File: src/rtl/axil_pkg.sv
// Shared AXI-Lite definitions: bus widths, response codes and the
// channel FSM state types used by the register-file slave.
package axil_pkg;

  localparam int ADDR_W = 32;
  localparam int DATA_W = 32;
  localparam int STRB_W = DATA_W / 8;

  localparam logic [1:0] RESP_OKAY   = 2'b00;
  localparam logic [1:0] RESP_SLVERR = 2'b10;

  typedef enum logic {
    W_IDLE,
    W_RESP
  } w_state_t;

  typedef enum logic {
    R_IDLE,
    R_RESP
  } r_state_t;

endpackage

File: src/rtl/axil_regfile_wstrb_merge.sv
// Byte-lane merge: each byte takes the new data where its strobe is set,
// otherwise keeps the old register contents. Purely combinational.
module axil_regfile_wstrb_merge
  import axil_pkg::*;
(
  input  logic [DATA_W-1:0] old_data,
  input  logic [DATA_W-1:0] new_data,
  input  logic [STRB_W-1:0] strb,
  output logic [DATA_W-1:0] merged
);

  for (genvar b = 0; b < STRB_W; b++) begin : g_byte
    assign merged[b*8 +: 8] = strb[b] ? new_data[b*8 +: 8] : old_data[b*8 +: 8];
  end

endmodule

File: src/rtl/axil_slave_regfile.sv
// AXI-Lite register file slave. Low indices are software-writable control
// registers driven to hardware; the remaining indices read back hardware
// status. Write and read channels run independent two-state FSMs with one
// outstanding transaction each.
module axil_slave_regfile
  import axil_pkg::*;
#(
  parameter int                NUM_REGS    = 16,
  parameter int                NUM_RW      = 8,
  parameter logic [DATA_W-1:0] RESET_VALUE = 32'h0000_0000,
  localparam int               NUM_ST      = (NUM_REGS > NUM_RW) ? NUM_REGS - NUM_RW : 1
)(
  input  logic                           aclk,
  input  logic                           aresetn,
  // write address
  input  logic [ADDR_W-1:0]              s_axil_awaddr,
  input  logic                           s_axil_awvalid,
  output logic                           s_axil_awready,
  // write data
  input  logic [DATA_W-1:0]              s_axil_wdata,
  input  logic [STRB_W-1:0]              s_axil_wstrb,
  input  logic                           s_axil_wvalid,
  output logic                           s_axil_wready,
  // write response
  output logic [1:0]                     s_axil_bresp,
  output logic                           s_axil_bvalid,
  input  logic                           s_axil_bready,
  // read address
  input  logic [ADDR_W-1:0]              s_axil_araddr,
  input  logic                           s_axil_arvalid,
  output logic                           s_axil_arready,
  // read data
  output logic [DATA_W-1:0]              s_axil_rdata,
  output logic [1:0]                     s_axil_rresp,
  output logic                           s_axil_rvalid,
  input  logic                           s_axil_rready,
  // hardware side
  output logic [NUM_RW-1:0][DATA_W-1:0]  ctrl_regs,
  output logic [NUM_RW-1:0]              ctrl_wr_pulse,
  input  logic [NUM_ST-1:0][DATA_W-1:0]  status_regs
);

  localparam int IDX_W = $clog2(NUM_REGS);

  w_state_t w_state;
  r_state_t r_state;

  // write-side holding registers: AW and W may arrive in either order
  logic              aw_held;
  logic              w_held;
  logic [ADDR_W-1:0] awaddr_q;
  logic [DATA_W-1:0] wdata_q;
  logic [STRB_W-1:0] wstrb_q;

  logic              aw_hs;
  logic              w_hs;
  logic              ar_hs;
  logic              commit;
  logic [ADDR_W-1:0] wr_addr;
  logic [DATA_W-1:0] wr_data;
  logic [STRB_W-1:0] wr_strb;
  logic [IDX_W-1:0]  widx;
  logic [IDX_W-1:0]  ridx;
  logic [NUM_RW-1:0] wr_hit;
  logic              wr_ok;

  logic [NUM_RW-1:0][DATA_W-1:0]   merged;
  logic [NUM_REGS-1:0][DATA_W-1:0] reg_view;

  assign aw_hs = s_axil_awvalid & s_axil_awready;
  assign w_hs  = s_axil_wvalid  & s_axil_wready;
  assign ar_hs = s_axil_arvalid & s_axil_arready;

  // The final handshake of a write commits on its own edge, so the latched
  // copy is bypassed by whichever half arrives last.
  assign wr_addr = aw_held ? awaddr_q : s_axil_awaddr;
  assign wr_data = w_held  ? wdata_q  : s_axil_wdata;
  assign wr_strb = w_held  ? wstrb_q  : s_axil_wstrb;
  assign commit  = (w_state == W_IDLE) & (aw_held | aw_hs) & (w_held | w_hs);

  // Upper address bits were decoded by the interconnect; byte offset is ignored.
  assign widx = wr_addr[IDX_W+1:2];
  assign ridx = s_axil_araddr[IDX_W+1:2];

  // per-register write decode and byte merge
  for (genvar i = 0; i < NUM_RW; i++) begin : g_lane
    assign wr_hit[i] = (widx == IDX_W'(i));
    axil_regfile_wstrb_merge u_merge (
      .old_data (ctrl_regs[i]),
      .new_data (wr_data),
      .strb     (wr_strb),
      .merged   (merged[i])
    );
  end

  // indices past the control block are read-only and answer SLVERR on write
  assign wr_ok = |wr_hit;

  // flat read view of the whole register space
  for (genvar j = 0; j < NUM_REGS; j++) begin : g_view
    if (j < NUM_RW) begin : g_ctrl
      assign reg_view[j] = ctrl_regs[j];
    end else begin : g_stat
      assign reg_view[j] = status_regs[j-NUM_RW];
    end
  end

  // status_regs is fully unused when every register is writable
  logic unused_bits;
  assign unused_bits = ^{wr_addr[ADDR_W-1:IDX_W+2], wr_addr[1:0],
                         s_axil_araddr[ADDR_W-1:IDX_W+2], s_axil_araddr[1:0],
                         status_regs};

  // Write channel FSM: collect AW and W, commit, then hold B until accepted.
  always_ff @(posedge aclk or negedge aresetn) begin
    if (!aresetn) begin
      w_state        <= W_IDLE;
      aw_held        <= 1'b0;
      w_held         <= 1'b0;
      awaddr_q       <= '0;
      wdata_q        <= '0;
      wstrb_q        <= '0;
      s_axil_awready <= 1'b1;
      s_axil_wready  <= 1'b1;
      s_axil_bvalid  <= 1'b0;
      s_axil_bresp   <= RESP_OKAY;
      ctrl_regs      <= {NUM_RW{RESET_VALUE}};
      ctrl_wr_pulse  <= '0;
    end else begin
      ctrl_wr_pulse <= '0;
      case (w_state)
        W_IDLE: begin
          if (aw_hs) begin
            aw_held        <= 1'b1;
            awaddr_q       <= s_axil_awaddr;
            s_axil_awready <= 1'b0;
          end
          if (w_hs) begin
            w_held        <= 1'b1;
            wdata_q       <= s_axil_wdata;
            wstrb_q       <= s_axil_wstrb;
            s_axil_wready <= 1'b0;
          end
          if (commit) begin
            for (int i = 0; i < NUM_RW; i++) begin
              if (wr_hit[i]) ctrl_regs[i] <= merged[i];
            end
            ctrl_wr_pulse  <= wr_hit;
            s_axil_bresp   <= wr_ok ? RESP_OKAY : RESP_SLVERR;
            s_axil_bvalid  <= 1'b1;
            s_axil_awready <= 1'b0;
            s_axil_wready  <= 1'b0;
            w_state        <= W_RESP;
          end
        end
        W_RESP: begin
          if (s_axil_bready) begin
            s_axil_bvalid  <= 1'b0;
            aw_held        <= 1'b0;
            w_held         <= 1'b0;
            s_axil_awready <= 1'b1;
            s_axil_wready  <= 1'b1;
            w_state        <= W_IDLE;
          end
        end
        default: w_state <= W_IDLE;
      endcase
    end
  end

  // Read channel FSM: sample the register on the AR edge, hold R until accepted.
  always_ff @(posedge aclk or negedge aresetn) begin
    if (!aresetn) begin
      r_state        <= R_IDLE;
      s_axil_arready <= 1'b1;
      s_axil_rvalid  <= 1'b0;
      s_axil_rresp   <= RESP_OKAY;
      s_axil_rdata   <= '0;
    end else begin
      case (r_state)
        R_IDLE: begin
          if (ar_hs) begin
            s_axil_rdata   <= reg_view[ridx];
            s_axil_rresp   <= RESP_OKAY;
            s_axil_rvalid  <= 1'b1;
            s_axil_arready <= 1'b0;
            r_state        <= R_RESP;
          end
        end
        R_RESP: begin
          if (s_axil_rready) begin
            s_axil_rvalid  <= 1'b0;
            s_axil_arready <= 1'b1;
            r_state        <= R_IDLE;
          end
        end
        default: r_state <= R_IDLE;
      endcase
    end
  end

endmodule

File: config.mk
export PLATFORM = sky130hd
export DESIGN_NAME = axil_slave_regfile
export DESIGN_NICKNAME = d
export VERILOG_FILES = /design/src/rtl/axil_pkg.sv /design/src/rtl/axil_regfile_wstrb_merge.sv /design/src/rtl/axil_slave_regfile.sv
export SDC_FILE = /design/constraint.sdc
export NUM_CORES = 1
export LEC_CHECK = 0
export CAP_MARGIN = 40
export CORE_MARGIN = 5
export CORE_UTILIZATION = 35
export CTS_CLUSTER_SIZE = 28
export DETAILED_ROUTE_END_ITERATION = 8
export PLACE_DENSITY = 0.72
export SLEW_MARGIN = 30
export SYNTH_ARGS = -nofsm -noshare
export SYNTH_HDL_FRONTEND = slang
export SYNTH_HIERARCHICAL = 1
export SYNTH_SLANG_ARGS = --single-unit
File: constraint.sdc
create_clock -name aclk -period 2.71 [get_ports aclk]
set_input_delay 0.6775 -clock aclk [delete_from_list [all_inputs] [get_ports aclk]]
set_output_delay 0.6775 -clock aclk [all_outputs]
set_load 0.02 [all_outputs]
======== After elaboration in Yosys (flattened, before gate mapping) ========
Index checks and enable logic that the tools add are counted.
storage, ports and cells
  register bits after elaboration ......... 349
  logic and storage cells ................. 150
  input port bits ......................... 363
operators by class
  multiplexer cells ....................... 34
  eq/ne operators ......................... 15
  order comparisons ....................... 1
  bitwise gates (word level) .............. 9
  reduce and logical (&&, ||, !) cells .... 44
operators by type and width
  operator                                              count
  binary-select mux 32 bit (select 4 bit)               1
  AND reduction 4 bit                                   32
  2-to-1 mux 32 bit                                     2
  AND reduction 2 bit                                   10
  case mux 1 bit (2 select lines)                       9
  2-to-1 mux 1 bit                                      17
  equality test 4 x 3 -> 1 bit (second input constant)  4
  2-to-1 mux 8 bit                                      2
  inequality test 2 bit (second input constant)         6
  equality test 4 x 2 -> 1 bit (second input constant)  2
  OR reduction 8 bit                                    1
  2-to-1 mux 6 bit                                      1
  inequality test 3 bit (second input constant)         2
  bitwise AND 1 bit                                     5
  < comparator 4 x 5 -> 1 bit (second input constant)   1
  equality test 4 x 1 -> 1 bit (second input constant)  1
  logical NOT 4 bit                                     1
  2-to-1 mux 4 bit                                      1
  2-to-1 mux 2 bit                                      1
  inverter 1 bit                                        2
  OR 1 bit                                              2

======== Logic depth before layout (Yosys ltp) ========
Gate-level depths: netlist (run 1).
  word-level depth ........................ 6
  depth in mapped cells ................... 8
  depth with buffers taken out ............ 4

======== Modules after synthesis ========
Netlist (run 1), hierarchy kept.
modules (own cells, without submodules)
  module                    area an instance (µm²)  times used  seq. area each (µm²)  cells each
  axil_slave_regfile        17541.8                 1           8662.1                1159
  axil_regfile_wstrb_merge  525.5                   8           0.0                   36

======== Worst setup path after synthesis (run 1) ========
OpenSTA, ideal clock, no wires.
  path kind ............................... reg2reg
  start ................................... register w_held
  end ..................................... register ctrl_regs[84] in the netlist's numbering
  setup time .............................. 0.125 ns
  cell stages (with the launch flop) ...... 7
  data required time ...................... 2.585 ns
  arrival time ............................ 2.184 ns
  setup slack ............................. 0.401 ns
  path buffers ............................ 3
  cells stage by stage .................... dfrtp_1 clkbuf_1 clkbuf_1 mux2_2 buf_6 mux2_4 mux2_4
between the ends
  elaborated cells between the ends (all ways) .. 5
RTL lines
  what                                  RTL line                   text
  start, declared                       axil_slave_regfile.sv:50   logic w_held;
  start signal, assigned                axil_slave_regfile.sv:119  w_held <= 1'b0;
  start signal, assigned                axil_slave_regfile.sv:139  w_held <= 1'b1;
  start signal, assigned                axil_slave_regfile.sv:160  w_held <= 1'b0;
  2-to-1 mux 4 bit                      axil_slave_regfile.sv:78   assign wr_strb = w_held ? wstrb_q : s_axil_wstrb;
  via wr_strb[2]                        axil_slave_regfile.sv:61   logic [STRB_W-1:0] wr_strb;
  AND reduction 4 bit (no source line)  -
  end signal, assigned                  axil_slave_regfile.sv:127  ctrl_regs <= {NUM_RW{RESET_VALUE}};
  end signal, assigned by index         axil_slave_regfile.sv:146  if (wr_hit[i]) ctrl_regs[i] <= merged[i];
  end, declared                         axil_slave_regfile.sv:38   output logic [NUM_RW-1:0][DATA_W-1:0] ctrl_regs,
The timed path passes the listed nets, and every way through them passes these cells.
A chain may end at the register's enable or synchronous reset.

======== Final worst setup path (run 1) ========
  start ................................... register s_axil_wready
  end ..................................... output s_axil_wready
RTL lines
  what                    RTL line                   text
  start, declared         axil_slave_regfile.sv:23   output logic s_axil_wready,
  start signal, assigned  axil_slave_regfile.sv:124  s_axil_wready <= 1'b1;
  start signal, assigned  axil_slave_regfile.sv:142  s_axil_wready <= 1'b0;
  start signal, assigned  axil_slave_regfile.sv:152  s_axil_wready <= 1'b0;
No word-level cell between the ends.

==> results.txt, run 1 <==
----------------------------------------------------
[Timing]
  Endpoints failing setup ... 0
  Clock Skew ... 0.0149 ns
  Minimum clock period after layout ... 2.50 ns
  Final worst setup slack ... 0.214 ns
  Max_slew headroom ... 0.663
  Post-route clock period utilization ... 0.921
  RSZ-0062 raised after global routing ... no
  Least-Margin Pin Slew ... 0.503 ns
  Aggregate negative setup slack ... 0 ns
  Highest attainable clock frequency ... 401 MHz
  Number of hold violations in the final report ... 0
  Final Max Tran Viols ... 0

[Synthesis]
  Simple-gate share of the synthesized area ... 0.0114
  Adder-cell share of the synthesized area ... 0
  Area contributors post-synth ... dfrtp_1 (39%), mux2_4 (21%), mux2_2 (17%)
  Yosys cell types ... 36
  Dominant cell type by area after synthesis ... dfrtp_1
  Main combinational cell family by area after synthesis ... multiplexers
  Xor-xnor portion of the synthesized cell area ... 0
  Fraction of registers with async set or reset after synthesis ... 1.00
  Most used flip-flop cell after synthesis ... dfrtp_1
  Count of yosys warnings during synthesis ... 6
  Cell Area, Synth ... 0.0217 sq mm
  Syn avg cell area ... 15.0 sq um
  Flip-flop and latch count after synthesis ... 346
  Mux contribution to synthesized area ... 0.503
  Share of the yosys chip area belonging to registers ... 0.398
  Number of synthesized flops with an enable pin ... 0
  Cells after synthesis ... 1447
  Yosys top cell area share ... 0.395
  Compound-Gate Fraction of Synth Area ... 0.0430

[Floorplanning]
  Starting utilization of the core area ... 0.353
  DIE HEIGHT ... 259 um
  I/O pins ... 668
  Core box area ... 0.0616 sq mm
  Floorplan row count ... 91
  Die Footprint ... 0.0672 sq mm
  Horizontal extent of the die ... 259 um

[Place]
  Setup Slack @ Placement ... 0.000598 ns
  Final RePlAce weighted congestion ... 0.919
  Detailed-placement wirelength estimate ... 60000 um
  Count of port buffers added during placement ... 608
  Post-detailed-placement cell area ... 0.0291 sq mm

[Pwr]
  Power Dens Cells ... 467 mW/mm^2
  Net switching share of the total power ... 0.271
  Clock power frac ... 0.400
  Part of the total power dissipated in sequential elements ... 0.391
  Leak ... 0.0141 uW
  Share of total power in combinational logic ... 0.209
  VDD IR-drop max ... 409 uV
  Design internal power ... 10400 uW
  Switching power summed over all nets ... 3860 uW
  Total chip power ... 14300 uW

[Worst setup path]
  Required time reported for the critical path endpoint ... 2.03 ns
  Worst-path maximum fanout ... 4
  Buffers plus inverters on the worst setup path ... 1
  Cell family contributing the most delay on the critical path ... buffers and inverters
  Sort of element at the end of the critical path ... output port
  Series of cell instances along the critical path ... clkdlybuf4s50_1
  Launch point of the worst reg-to-reg path ... aw_held
  Worst setup startpoint ... s_axil_wready
  Data arrival time of the critical path ... 1.82 ns
  Slowest cell delay on critical path ... 0.70 ns
  Crit path kind ... reg -> out
  Reg-to-reg setup timing slack ... 0.53 ns
  Crit path max-delay cell type ... clkdlybuf4s50_1
  Startpoint type of the worst setup path ... register

[Drt]
  Number of remaining DRC errors ... 0
  Drt first-iter violations ... 832
  Vias per cell ... 5.35
  WL final ... 81200 um
  ANT nets after route ... 0
  DRT Pass-1 Iters ... 4
  WL/cell ... 27.7 um
  Detailed-route via count ... 15.7k

[CTS]
  Max Root-Sink Buffers ... 3
  Number of buffers created by CTS ... 43
  Hold-fix buffers at CTS ... 0
  Count of clock tree sinks ... 346
  Number of post-CTS setup repair buffers ... 0
  Root Driver ... clkbuf_16
  Clk slew on worst S/H paths ... 0.06 ns
  Number of levels in the clock H-tree ... 2
  Clock latency of the later-clocked register in the worst-skew pair ... 0.55 ns
  Clock tree from TritonCTS ... yes
  Post_cts resized ... 0

[Final layout]
  Most common library cell in the layout ignoring fill and taps ... clkdlybuf4s50_1
  Most frequent cells in the layout ... clkdlybuf4s50_1 (604), dfrtp_1 (342), mux2_2 (321), mux2_4 (301), mux4_2 (95)
  Number of nets in the final layout ... 2422
  Share of layout cells above drive strength 1 ... 0.424
  # fillers ... 5358
  Post-route cell area ... 0.0305 sq mm
  Share of the core filled with cells in the final layout ... 0.495
  Area growth from synthesis to final layout ... 40.2%

[Job]
  Number of max-cap violations ... 0

[Global route]
  Vias in the first global route ... 17.1k
  Sum of overflow across all layers after global routing ... 0
  Pin count of the biggest net entering global routing ... 65
  Number of antenna violations at the first check in global routing ... 8
  Overall Global Routing Usage ... 0.232
  Global-route wire length before repair ... 117000 um

[Min path]
  Type of the most critical hold path ... in -> async

[Outcome]
  Outcome ... finished, final reports clean

----------------------------------------------------
kinds of logic after synthesis:
| group | after synthesis |
|---|---|
| flip-flops | 346 |
| other | 1 |
| AO/OA/AOI/OAI | 140 |
| AND/OR/NAND/NOR | 40 |
| multiplexers | 784 |
| buffers and inverters | 136 |
path summary, 6_finish.rpt:
kind / cells after the start / to
setup reg to reg: 5 / ctrl_regs[126]
setup / recovery: 1 / s_axil_wready
min in group aclk: 1 / s_axil_bvalid
max in group asynchronous: 2 / ctrl_regs[203]
hold / removal: 1 / ctrl_regs[53]
hold reg to reg: 1 / s_axil_bvalid
synthesized netlist by cell type (4+ instances only):
cell type	number
mux2i_1	67
buf_1	4
buf_2	25
buf_4	5
mux4_2	95
mux2_2	325
buf_6	54
mux2_4	297
nand2_2	7
nand3b_1	7
inv_1	15
nand2_1	9
a22oi_1	33
a22o_1	30
dfrtp_1	343
o21ai_0	65
clkbuf_1	33
nor2_1	5
through the flow:
stage,hold slack [ns],instances
floorplan,0.382,1449
global placement,0.475,2851
detailed placement,0.488,2851
CTS,0.0354,2924
global route,0.0573,2927
finish,0.0551,2928
registers in the layout (all words and copies together) (netlist names):
name	cells
w_held	1
s_axil_bvalid	1
s_axil_rdata	32
s_axil_wready	1
s_axil_awready	1
wdata_q	32
s_axil_bresp	1
awaddr_q	4
w_state	1
s_axil_arready	1
wstrb_q	4
aw_held	1
ctrl_wr_pulse	8
s_axil_rvalid	1
ctrl_regs	256
r_state	1
metal layers:
metal	vias up	GRT usage	routed length, um
met5	-	0	45
met4	6	0.0812	2870
met3	119	0.0555	5710
met2	626	0.409	41700
met1	8177	0.278	30900
li1	6724	-	-
power by group through the flow:
stage	combinational (uW)	sequential, uW	clock [uW]
after floorplan	1210	5910	0
after global placement	2970	5650	0
after detailed placement	3000	5660	0
after CTS	3010	5570	5830
after global routing	3150	5600	6020
final	2980	5570	5700
final cells by class:
type	instances	area, sq um	share of cell area
timing repair buffer	686	7180	0.235
clock buffer	63	1260	0.0414
clock inverter	10	109	0.00357
tap	837	1050	0.0343
antenna	4	10.0	0.000328
sequential	346	8660	0.284
inverter	15	56.3	0.00185
multi-input combinational	967	12200	0.399
No activity file was read; power rests on OpenSTA's default activity.
==> run 2, diff against run 1 <==
CELL_PAD_IN_SITES_DETAIL_PLACEMENT = 1   (was default)
CELL_PAD_IN_SITES_GLOBAL_PLACEMENT = 2   (was default)
CORE_UTILIZATION = 32   (was 35)
PLACE_DENSITY = 0.9   (was 0.72)
==> run 2 against run 1 <==
Via count increased by 0.88%. Utilization decreased by 3.8 points. Register-to-register slack hardly changed. Clock power increased by 7.2%. Cell area rose by 0.80%. Routed wire length rose by 5.9%. Clock skew rose by 0.0060 ns. Setup slack gained 0.072 ns. Global-route usage is 0.63 points lower. Critical path depth is the same. Sequential share of layout area is 0.23 points lower. Power increased by 3.4%. Largest power group unchanged.
==> results.txt, run 2 (same netlist as run 1, synthesis figures left out) <==
----------------------------------------------------
[Job]
  Number of max-cap violations ... 0

[Worst setup path]
  Reg-to-reg setup timing slack ... 0.53 ns
  Cell family contributing the most delay on the critical path ... buffers and inverters
  Startpoint type of the worst setup path ... register
  Launch point of the worst reg-to-reg path ... w_held
  Sort of element at the end of the critical path ... output port
  Data arrival time of the critical path ... 1.75 ns
  Register-to-Register Path Depth ... 5
  Slowest cell delay on critical path ... 0.64 ns
  Capturing point of the worst reg2reg path ... ctrl_regs[229]
  Required time reported for the critical path endpoint ... 2.03 ns
  Series of cell instances along the critical path ... clkdlybuf4s50_1
  Crit path kind ... reg -> out
  Worst-path maximum fanout ... 4
  Crit path max-delay cell type ... clkdlybuf4s50_1
  Buffers plus inverters on the worst setup path ... 1

[Pwr]
  VDD IR-drop max ... 410 uV
  Switching power summed over all nets ... 3970 uW
  Design internal power ... 10800 uW
  Share of total power in combinational logic ... 0.206
  Clock power frac ... 0.415
  Leak ... 0.0142 uW
  Power Dens Cells ... 480 mW/mm^2
  Net switching share of the total power ... 0.269
  Part of the total power dissipated in sequential elements ... 0.379

[Final layout]
  Share of layout cells above drive strength 1 ... 0.428
  Most common library cell in the layout ignoring fill and taps ... clkdlybuf4s50_1
  Area growth from synthesis to final layout ... 41.4%
  Number of nets in the final layout ... 2425
  Max reg flops ... 256
  Top reg by flops ... ctrl_regs
  Final cell count without fillers ... 2972
  Most frequent cells in the layout ... clkdlybuf4s50_1 (604), dfrtp_1 (342), mux2_2 (321), mux2_4 (301), mux4_2 (95)
  Regs by FF count ... ctrl_regs: 256 flops, s_axil_rdata: 32 flops, wdata_q: 32 flops

[Place]
  Count of port buffers added during placement ... 608
  Detailed-placement wirelength estimate ... 65100 um
  Final RePlAce weighted congestion ... 0.872
  Total instance count after detailed placement ... 2891

[Timing]
  Final Max Tran Viols ... 0
  RSZ-0062 raised after global routing ... no
  Max_slew headroom ... 0.626
  Post-route clock period utilization ... 0.895
  Final hold slack ... 0.0550 ns
  Number of hold violations in the final report ... 0
  Least-Margin Pin Slew ... 0.562 ns
  Minimum clock period after layout ... 2.42 ns
  Endpoints failing setup ... 0
  Aggregate negative setup slack ... 0 ns
  Highest attainable clock frequency ... 412 MHz
  Clock Skew ... 0.0209 ns

[CTS]
  Clk slew on worst S/H paths ... 0.06 ns
  Root Driver ... clkbuf_16
  Count of clock tree sinks ... 346
  Number of levels in the clock H-tree ... 2
  Number of post-CTS setup repair buffers ... 0
  Clock tree from TritonCTS ... yes
  Max Root-Sink Buffers ... 3
  Hold-fix buffers at CTS ... 0
  Post_cts resized ... 0
  Number of buffers created by CTS ... 42
  Clock latency of the later-clocked register in the worst-skew pair ... 0.56 ns

[Global route]
  Vias in the first global route ... 17.9k
  Global-route wire length before repair ... 125000 um
  Number of antenna violations at the first check in global routing ... 15
  Sum of overflow across all layers after global routing ... 0
  Pin count of the biggest net entering global routing ... 65
  Overall Global Routing Usage ... 0.226

[Min path]
  Type of the most critical hold path ... in -> async

[Floorplanning]
  Starting utilization of the core area ... 0.323
  Horizontal extent of the die ... 271 um
  Floorplan row count ... 95
  Die Footprint ... 0.0733 sq mm
  DIE HEIGHT ... 271 um
  I/O pins ... 668
  Core box area ... 0.0673 sq mm

[Drt]
  Number of remaining DRC errors ... 0
  Vias per cell ... 5.31
  Detailed-route via count ... 15.8k
  WL final ... 86000 um
  WL/cell ... 28.9 um
  ANT nets after route ... 0
  DRT Pass-1 Iters ... 5
  Drt first-iter violations ... 818

[Outcome]
  Outcome ... finished, final reports clean

----------------------------------------------------
## run 2: changes by cell type in the layout (fill, tap and decap cells not counted), sizes merged
cell      change
buf           +3
bufinv        +4
clkbuf        -4
clkinv        +6
clkinvlp      -1
## run 2: how the worst max path moves through the flow
| stage | slack (ns) | startpoint | depth (start not counted) | end |
|---|---|---|---|---|
| 6_report | 0.29 | s_axil_arready | 1 | s_axil_arready |
| 5_1_grt | 0.24 | ctrl_regs[162] | 1 | ctrl_regs[162] |
| 4_1_cts | 0.24 | s_axil_arready | 1 | s_axil_arready |
| 3_5_place_dp | -0.03 | s_axil_awaddr[3] | 6 | ctrl_regs[218] |
| 3_3_place_gp | 0.02 | s_axil_awaddr[2] | 6 | ctrl_regs[62] |
| 2_1_floorplan | 0.40 | w_held | 6 | ctrl_regs[84] |
## run 2: layout make-up
class                           instances  area (sq um)
Timing Repair Buffer                  690          7260
Clock inverter                         19           255
Multi-Input combinational cell        967         12200
Inverter                               15          56.3
Tap cell                              873          1090
Sequential cell                       346          8660
Fill cell                            6719         36500
Clock buffer                           58          1230
Antenna cell                            4          10.0
## run 2: power by group through the flow
stage               registers [uW]  logic (uW)  clock network, uW
finish                        5580        3040               6110
global route                  5600        3200               6470
CTS                           5580        3060               6250
detailed placement            5670        3040                  0
global placement              5660        2980                  0
floorplan                     5910        1210                  0
## run 2: worst reg2reg max path, stage by stage (launching register included)
cell and delay (ns):
dfrtp_2 0.55, buf_4 0.27, mux2_4 0.42, buf_12 0.22, mux2_4 0.32, mux2_2 0.27
## run 2: metal layers
metal  wire length (um)  GRT usage  share of wire
met1              32300      0.259           0.38
met2              42700      0.392           0.50
met4               3420     0.0844          0.040
met3               7440     0.0762          0.087
met5                113          0         0.0013
## run 2: through the flow
step,cell area [sq um],power (uW),setup slack (ns),utilization
2_1_floorplan,21800,7120,0.401,-
3_3_place_gp,29200,8640,0.0225,0.435
3_5_place_dp,29200,8710,-0.0322,0.435
4_1_cts,30700,14900,0.241,0.457
5_1_grt,30700,15300,0.240,0.457
6_report,30700,14700,0.286,0.457
